`src/rtl/multi_channel_timer_if.sv`:
```
// multi_channel_timer_if: command bus and irq/ack handshake of the multi-channel timer
interface multi_channel_timer_if #(
  parameter int N_CH = 4,
  parameter int WIDTH = 32,
  localparam int CH_W = N_CH > 1 ? $clog2(N_CH) : 1
);
  logic [1:0] cmd;
  logic [CH_W-1:0] cmd_sel;
  logic [WIDTH-1:0] cmd_interval;
  logic cmd_periodic;
  logic irq_ack;
  logic irq;
  logic [CH_W-1:0] irq_ch;
  modport master (output cmd, cmd_sel, cmd_interval, cmd_periodic, irq_ack, input irq, irq_ch);
  modport slave (input cmd, cmd_sel, cmd_interval, cmd_periodic, irq_ack, output irq, irq_ch);
endinterface

```
`src/rtl/multi_channel_timer.sv`:
```
// multi_channel_timer: N_CH down-counting timers with pending/overrun latching and fixed-priority irq delivery
module multi_channel_timer #(
  parameter int N_CH = 4,
  parameter int WIDTH = 32,
  localparam int CH_W = N_CH > 1 ? $clog2(N_CH) : 1
) (
  input  logic clock,
  input  logic reset,
  input  logic halt,
  input  logic block,
  multi_channel_timer_if.slave bus,
  output logic [N_CH-1:0] pending,
  output logic [N_CH-1:0] overrun,
  input  logic [CH_W-1:0] rd_sel,
  output logic [WIDTH-1:0] rd_count
);
  typedef enum logic {IDLE, ASSERT} state_t;
  state_t state, state_n;
  logic [WIDTH-1:0] interval [N_CH];
  logic [WIDTH-1:0] counter [N_CH];
  logic [N_CH-1:0] armed, periodic;
  logic [CH_W-1:0] irq_ch_n, low;
  logic ack_clr, stop_cmd;
  assign stop_cmd = bus.cmd == 2'b10 || (bus.cmd == 2'b01 && bus.cmd_interval == '0);
  assign bus.irq = state == ASSERT;
  assign rd_count = int'(rd_sel) < N_CH ? counter[rd_sel] : '0;
  always_comb begin
    low = '0;
    for (int i = N_CH - 1; i >= 0; i--)
      if (pending[i]) low = CH_W'(i);
  end
  always_comb begin
    state_n = state;
    irq_ch_n = bus.irq_ch;
    ack_clr = 1'b0;
    if (state == IDLE) begin
      if (!block && |pending) begin
        state_n = ASSERT;
        irq_ch_n = low;
      end
    end else if (bus.irq_ack) begin
      ack_clr = 1'b1;
      state_n = IDLE;
    end else if (stop_cmd && bus.cmd_sel == bus.irq_ch) begin
      state_n = IDLE;
    end
  end
  always_ff @(posedge clock) begin
    if (reset) begin
      state <= IDLE;
      bus.irq_ch <= '0;
    end else begin
      state <= state_n;
      bus.irq_ch <= irq_ch_n;
    end
  end
  // a command on a channel overrides its expiry; a same-cycle expiry overrides an ack
  always_ff @(posedge clock) begin
    if (reset) begin
      armed <= '0;
      periodic <= '0;
      pending <= '0;
      overrun <= '0;
      for (int i = 0; i < N_CH; i++) begin
        interval[i] <= '0;
        counter[i] <= '0;
      end
    end else begin
      for (int i = 0; i < N_CH; i++) begin
        if (ack_clr && bus.irq_ch == CH_W'(i)) pending[i] <= 1'b0;
        if (bus.cmd != 2'b00 && bus.cmd_sel == CH_W'(i)) begin
          if (stop_cmd) begin
            armed[i] <= 1'b0;
            counter[i] <= '0;
            pending[i] <= 1'b0;
            overrun[i] <= 1'b0;
          end else if (bus.cmd == 2'b01) begin
            interval[i] <= bus.cmd_interval;
            counter[i] <= bus.cmd_interval;
            periodic[i] <= bus.cmd_periodic;
            armed[i] <= 1'b1;
          end else begin
            counter[i] <= interval[i];
            armed[i] <= interval[i] != '0;
          end
        end else if (armed[i] && !halt) begin
          if (counter[i] == WIDTH'(1)) begin
            pending[i] <= 1'b1;
            if (pending[i] && !(ack_clr && bus.irq_ch == CH_W'(i))) overrun[i] <= 1'b1;
            counter[i] <= periodic[i] ? interval[i] : '0;
            armed[i] <= periodic[i];
          end else begin
            counter[i] <= counter[i] - WIDTH'(1);
          end
        end
      end
    end
  end
endmodule

```
`src/flat_wrapper.sv`:
```
// flat-port wrapper written by rule: the top's interface ports become plain ports
module multi_channel_timer_flat 
#(
  parameter int N_CH = 4,
  parameter int WIDTH = 32,
  localparam int CH_W = N_CH > 1 ? $clog2(N_CH) : 1
)
  (clock, reset, halt, block, pending, overrun, rd_sel, rd_count, bus_cmd, bus_cmd_sel, bus_cmd_interval, bus_cmd_periodic, bus_irq_ack, bus_irq, bus_irq_ch);
  multi_channel_timer_if #(.N_CH(N_CH), .WIDTH(WIDTH)) bus_i ();
  input  logic clock;
  input  logic reset;
  input  logic halt;
  input  logic block;
  output logic [N_CH-1:0] pending;
  output logic [N_CH-1:0] overrun;
  input  logic [CH_W-1:0] rd_sel;
  output logic [WIDTH-1:0] rd_count;
  input wire logic [$bits(bus_i.cmd)-1:0] bus_cmd;
  input wire logic [$bits(bus_i.cmd_sel)-1:0] bus_cmd_sel;
  input wire logic [$bits(bus_i.cmd_interval)-1:0] bus_cmd_interval;
  input wire logic [$bits(bus_i.cmd_periodic)-1:0] bus_cmd_periodic;
  input wire logic [$bits(bus_i.irq_ack)-1:0] bus_irq_ack;
  output wire logic [$bits(bus_i.irq)-1:0] bus_irq;
  output wire logic [$bits(bus_i.irq_ch)-1:0] bus_irq_ch;
  assign bus_i.cmd = bus_cmd;
  assign bus_i.cmd_sel = bus_cmd_sel;
  assign bus_i.cmd_interval = bus_cmd_interval;
  assign bus_i.cmd_periodic = bus_cmd_periodic;
  assign bus_i.irq_ack = bus_irq_ack;
  assign bus_irq = bus_i.irq;
  assign bus_irq_ch = bus_i.irq_ch;
  multi_channel_timer #(.N_CH(N_CH), .WIDTH(WIDTH)) u_core (.clock(clock), .reset(reset), .halt(halt), .block(block), .bus(bus_i), .pending(pending), .overrun(overrun), .rd_sel(rd_sel), .rd_count(rd_count));
endmodule
```
`config.mk`:
```
export PLATFORM = sky130hd
export DESIGN_NAME = multi_channel_timer_flat
export DESIGN_NICKNAME = d
export VERILOG_FILES = /design/src/rtl/multi_channel_timer_if.sv /design/src/rtl/multi_channel_timer.sv /design/src/flat_wrapper.sv
export SDC_FILE = /design/constraint.sdc
export NUM_CORES = 1
export LEC_CHECK = 0
export CORE_MARGIN = 5
export CORE_UTILIZATION = 23
export CTS_CLUSTER_SIZE = 28
export DETAILED_ROUTE_END_ITERATION = 10
export GPL_TIMING_DRIVEN = 0
export PLACE_DENSITY = 0.45
export SLEW_MARGIN = 10
export SYNTH_ARGS = -nofsm -noshare
export SYNTH_HDL_FRONTEND = slang
export SYNTH_SLANG_ARGS = --single-unit
```
`constraint.sdc`:
```
create_clock -name clock -period 5.5 [get_ports clock]
set_input_delay 1.1 -clock clock [delete_from_list [all_inputs] [get_ports clock]]
set_output_delay 1.1 -clock clock [all_outputs]
set_load 0.01 [all_outputs]
```
==> flow_summary_export.csv <==
group,metric,value,unit
pwr,p_sw,1.586,mW
clock_tree,cts.sinks,275,
hold_path,min-delay-start,"u_core.overrun[3]",
setup_path,r2r-end,"u_core.counter[1][16]",
placed_design,dpl.hpwl,53.45,mm
setup_path,cp-startpoint,"rd_sel[0]",
pwr,internal-power,4.207,mW
clock_tree,postCtsHoldBufs,0,
setup_path,r2r-start,"u_core.counter[1][12]",
final_layout,fillers,6968,
timing,fin_crit,4.578,ns
pwr,totalPowerFinal,5.793,mW
clock_tree,ctsRootBufferMaster,"clkbuf_16",
floorplanning,die_height,269.1,um
global_route,grt_pass1_vias,12848,
synth,synth_top_area_frac,0.4978,
clock_tree,tritoncts,"built",
timing,fin_worst_skew,0.01865,ns
floorplanning,ios,87,
timing,setup_viol,0,
setup_path,cp.arrival,3.48,ns
routing,viasPerCell,5.611,
final_layout,final_common_cell,"edfxtp_1",
floorplanning,rows,95,
global_route,grt_antenna_before_repair,5,
pwr,pwr-share-clk,0.425,
synth,synth_fp_nets,1466,
final_layout,area_growth,21.73,%
setup_path,cp_slowest_stage_delay,0.78,ns
floorplanning,coreArea,66920,um2
final_layout,final_cell_mix,"edfxtp_1, nor2_1, a21oi_1, clkdlybuf4s50_1, nor4_1",
final_layout,final_cell_area,18800,um2
setup_path,crit_family,"buffers and inverters",
synth,ys_warn_count,0,
clock_tree,htree_num_levels,2,
routing,wl,71.28,mm
global_route,overflow,0,
timing,timing.fmax,218.5,MHz
clock_tree,clkSlewWorstSetupHoldPaths,0.06,ns
hold_path,hold_path.class,"reg2reg",
flow_run,drv_cap,0,
timing,drv_slew,0,
routing,vias,13703,
clock_tree,cts_resized,0,
placed_design,place_area,17590,um2
hold_path,min_to,"u_core.overrun[3]",
routing,drc,0,
pwr,sw_frac_of_total,0.2738,
synth,synth_area,15440,um2
pwr,vdd_ir_drop_max,0.0001752,V
pwr,cellLeakagePower,6.111,nW
routing,ant_nets,0,
routing,dr.pass1.iters,6,
final_layout,nets,1591,
timing,final_hold_viol_count,0,
global_route,grt_pass1_wl,99.64,mm
setup_path,rr_worst_depth,8,
synth,postSynthAreaPerCell,10.92,um2
setup_path,criticalPathCategory,"in2out",
synth,ys_ff_latch,275,
placed_design,post-place-ws,0.5047,ns
synth,ys_types,74,
clock_tree,clk_path_buf_depth,3,
synth,yosys.area.top_type,"edfxtp_1",
synth,synth_cells,1414,
clock_tree,insertion_delay,0.55,ns
timing,hold_slack,0.4785,ns
setup_path,start_kind,"input pin",
placed_design,gp_congestion,0.9661,
setup_path,ff2ff_setup_slack,1.74,ns
clock_tree,cts_buffers,35,
pwr,p_seq_frac,0.458,
synth,synth_edf_count,256,
pwr,pwr-share-comb,0.117,
setup_path,cp_num_buf_inv,3,
timing,worst_pin_slew,1.359,ns
synth,ys.flop_type,"edfxtp_1",
global_route,grt_max_degree,27,
setup_path,worstPathMaxFanout,10,
clock_tree,cts_setup_buffers,0,
synth,yosysSeqAreaShare,0.5224,
setup_path,worstPathCellList,"clkbuf_1 > buf_1 > mux4_2 > clkdlybuf4s50_1",
setup_path,critPathSlowestCell,"buf_1",
timing,setup_tns,0,ns
timing,setup_ws,0.9223,ns
synth,synth_area_leaders,"edfxtp_1, nor2_1, mux4_2, xnor2_1, nor4_1",
pwr,power_density,308.2,nW/um2
routing,detail_route.wl_per_cell,29.19,um
placed_design,io_buffers,80,
global_route,groute.usage.overall,0.1884,
timing,relSlewSlack,0.08691,
final_layout,layout-drive-gt1-share,0.1042,
run_status,status,"completed",
floorplanning,start_util,0.2308,
routing,drt_iter0_drc,1881,
timing,rsz0062_at_grt,"no",
timing,fin_crit_sh,0.8323,
hold_path,hold_depth,2,
floorplanning,die_area,72420,um2
setup_path,cp-end-kind,"primary output",
setup_path,required,4.40,ns
synth,ys_async_sr_fraction,0,
floorplanning,die_w,269.1,um
==> state kept, by name (all words and copies together) (netlist names) <==
| signal | count |
|---|---|
| u_core.bus.irq_ch | 2 |
| u_core.armed | 4 |
| u_core.pending | 4 |
| u_core.bus.irq | 1 |
| u_core.interval | 128 |
| u_core.periodic | 4 |
| u_core.overrun | 4 |
| u_core.counter | 128 |
==> synth_stat cells, types with 16 or more instances <==
library cell and number:
a221o_1 30, dfxtp_1 19, xnor2_1 57, clkbuf_1 55, a211o_1 16, nand2_1 80
xor2_1 44, edfxtp_1 256, or4_1 19, inv_1 18, mux4_2 31, nor4_1 79
o21ai_0 43, a211oi_1 53, o22ai_1 32, nor3_1 35, and3_1 20, nor2_1 196
nand3_1 38, a21oi_1 80
==> metal layers <==
metal | vias to the layer above | track usage | part of all wire
li1 | 5818 | - | -
met2 | 845 | 0.2741 | 0.42
met3 | 131 | 0.05352 | 0.11
met5 | - | 0 | 0.000098
met1 | 6907 | 0.2731 | 0.44
met4 | 2 | 0.05446 | 0.033
==> cell families (layout without fill, tap and decap cells) <==
family | after synthesis | count (layout) | share of synthesized area
compound gates | 319 | 319 | 0.1435
xor+xnor | 101 | 101 | 0.05728
fa+ha+maj | 8 | 8 | 0.006482
buf+inv | 100 | 251 | 0.02868
flops | 275 | 275 | 0.5224
mux | 36 | 36 | 0.04959
other cells | 0 | 4 | 0
simple gates | 575 | 575 | 0.1920
==> worst max-delay path by stage <==
| stage | cells past startpoint | slack [ns] | end |
|---|---|---|---|
| after floorplan | 6 | 0.62 | u_core.interval[3][0] |
| after global placement | 6 | -2.14 | u_core.interval[1][6] |
| after detailed placement | 9 | 0.50 | u_core.counter[2][2] |
| after CTS | 4 | 0.95 | rd_count[5] |
| after global routing | 4 | 0.81 | rd_count[4] |
| final | 4 | 0.92 | rd_count[5] |
==> tightest hold or removal path, stage by stage (launching register included) <==
cell and delay, ns:
dfxtp_1 0.31, inv_1 0.04, o32ai_1 0.07
==> power by group through the flow <==
stage                     clock network (mW)  registers, mW  logic, mW
final                                   2.46           2.65      0.681
after global routing                    2.57           2.65      0.716
after CTS                               2.49           2.64      0.670
after detailed placement                   0           2.68      0.665
after global placement                     0           2.69      0.637
after floorplan                            0           2.57      0.363
==> final cells by class <==
type | count | area, um2 | share of cell area
antenna | 4 | 10.01 | 0.0005325
timing repair buffer | 88 | 998.5 | 0.05312
buffer | 81 | 366.6 | 0.01950
inverter | 19 | 76.32 | 0.004060
clock inverter | 21 | 250.2 | 0.01331
tap | 873 | 1092 | 0.05811
sequential | 275 | 8068 | 0.4292
multi-input combinational | 1039 | 6992 | 0.3719
clock buffer | 42 | 944.7 | 0.05025
==> stage by stage <==
stage / util / instances
after floorplan: - / 1414
after global placement: 0.2590 / 2367
after detailed placement: 0.2629 / 2375
after CTS: 0.2808 / 2438
after global routing: 0.2808 / 2438
final: 0.2809 / 2442
Note: power is estimated with default switching activity, not from simulation.
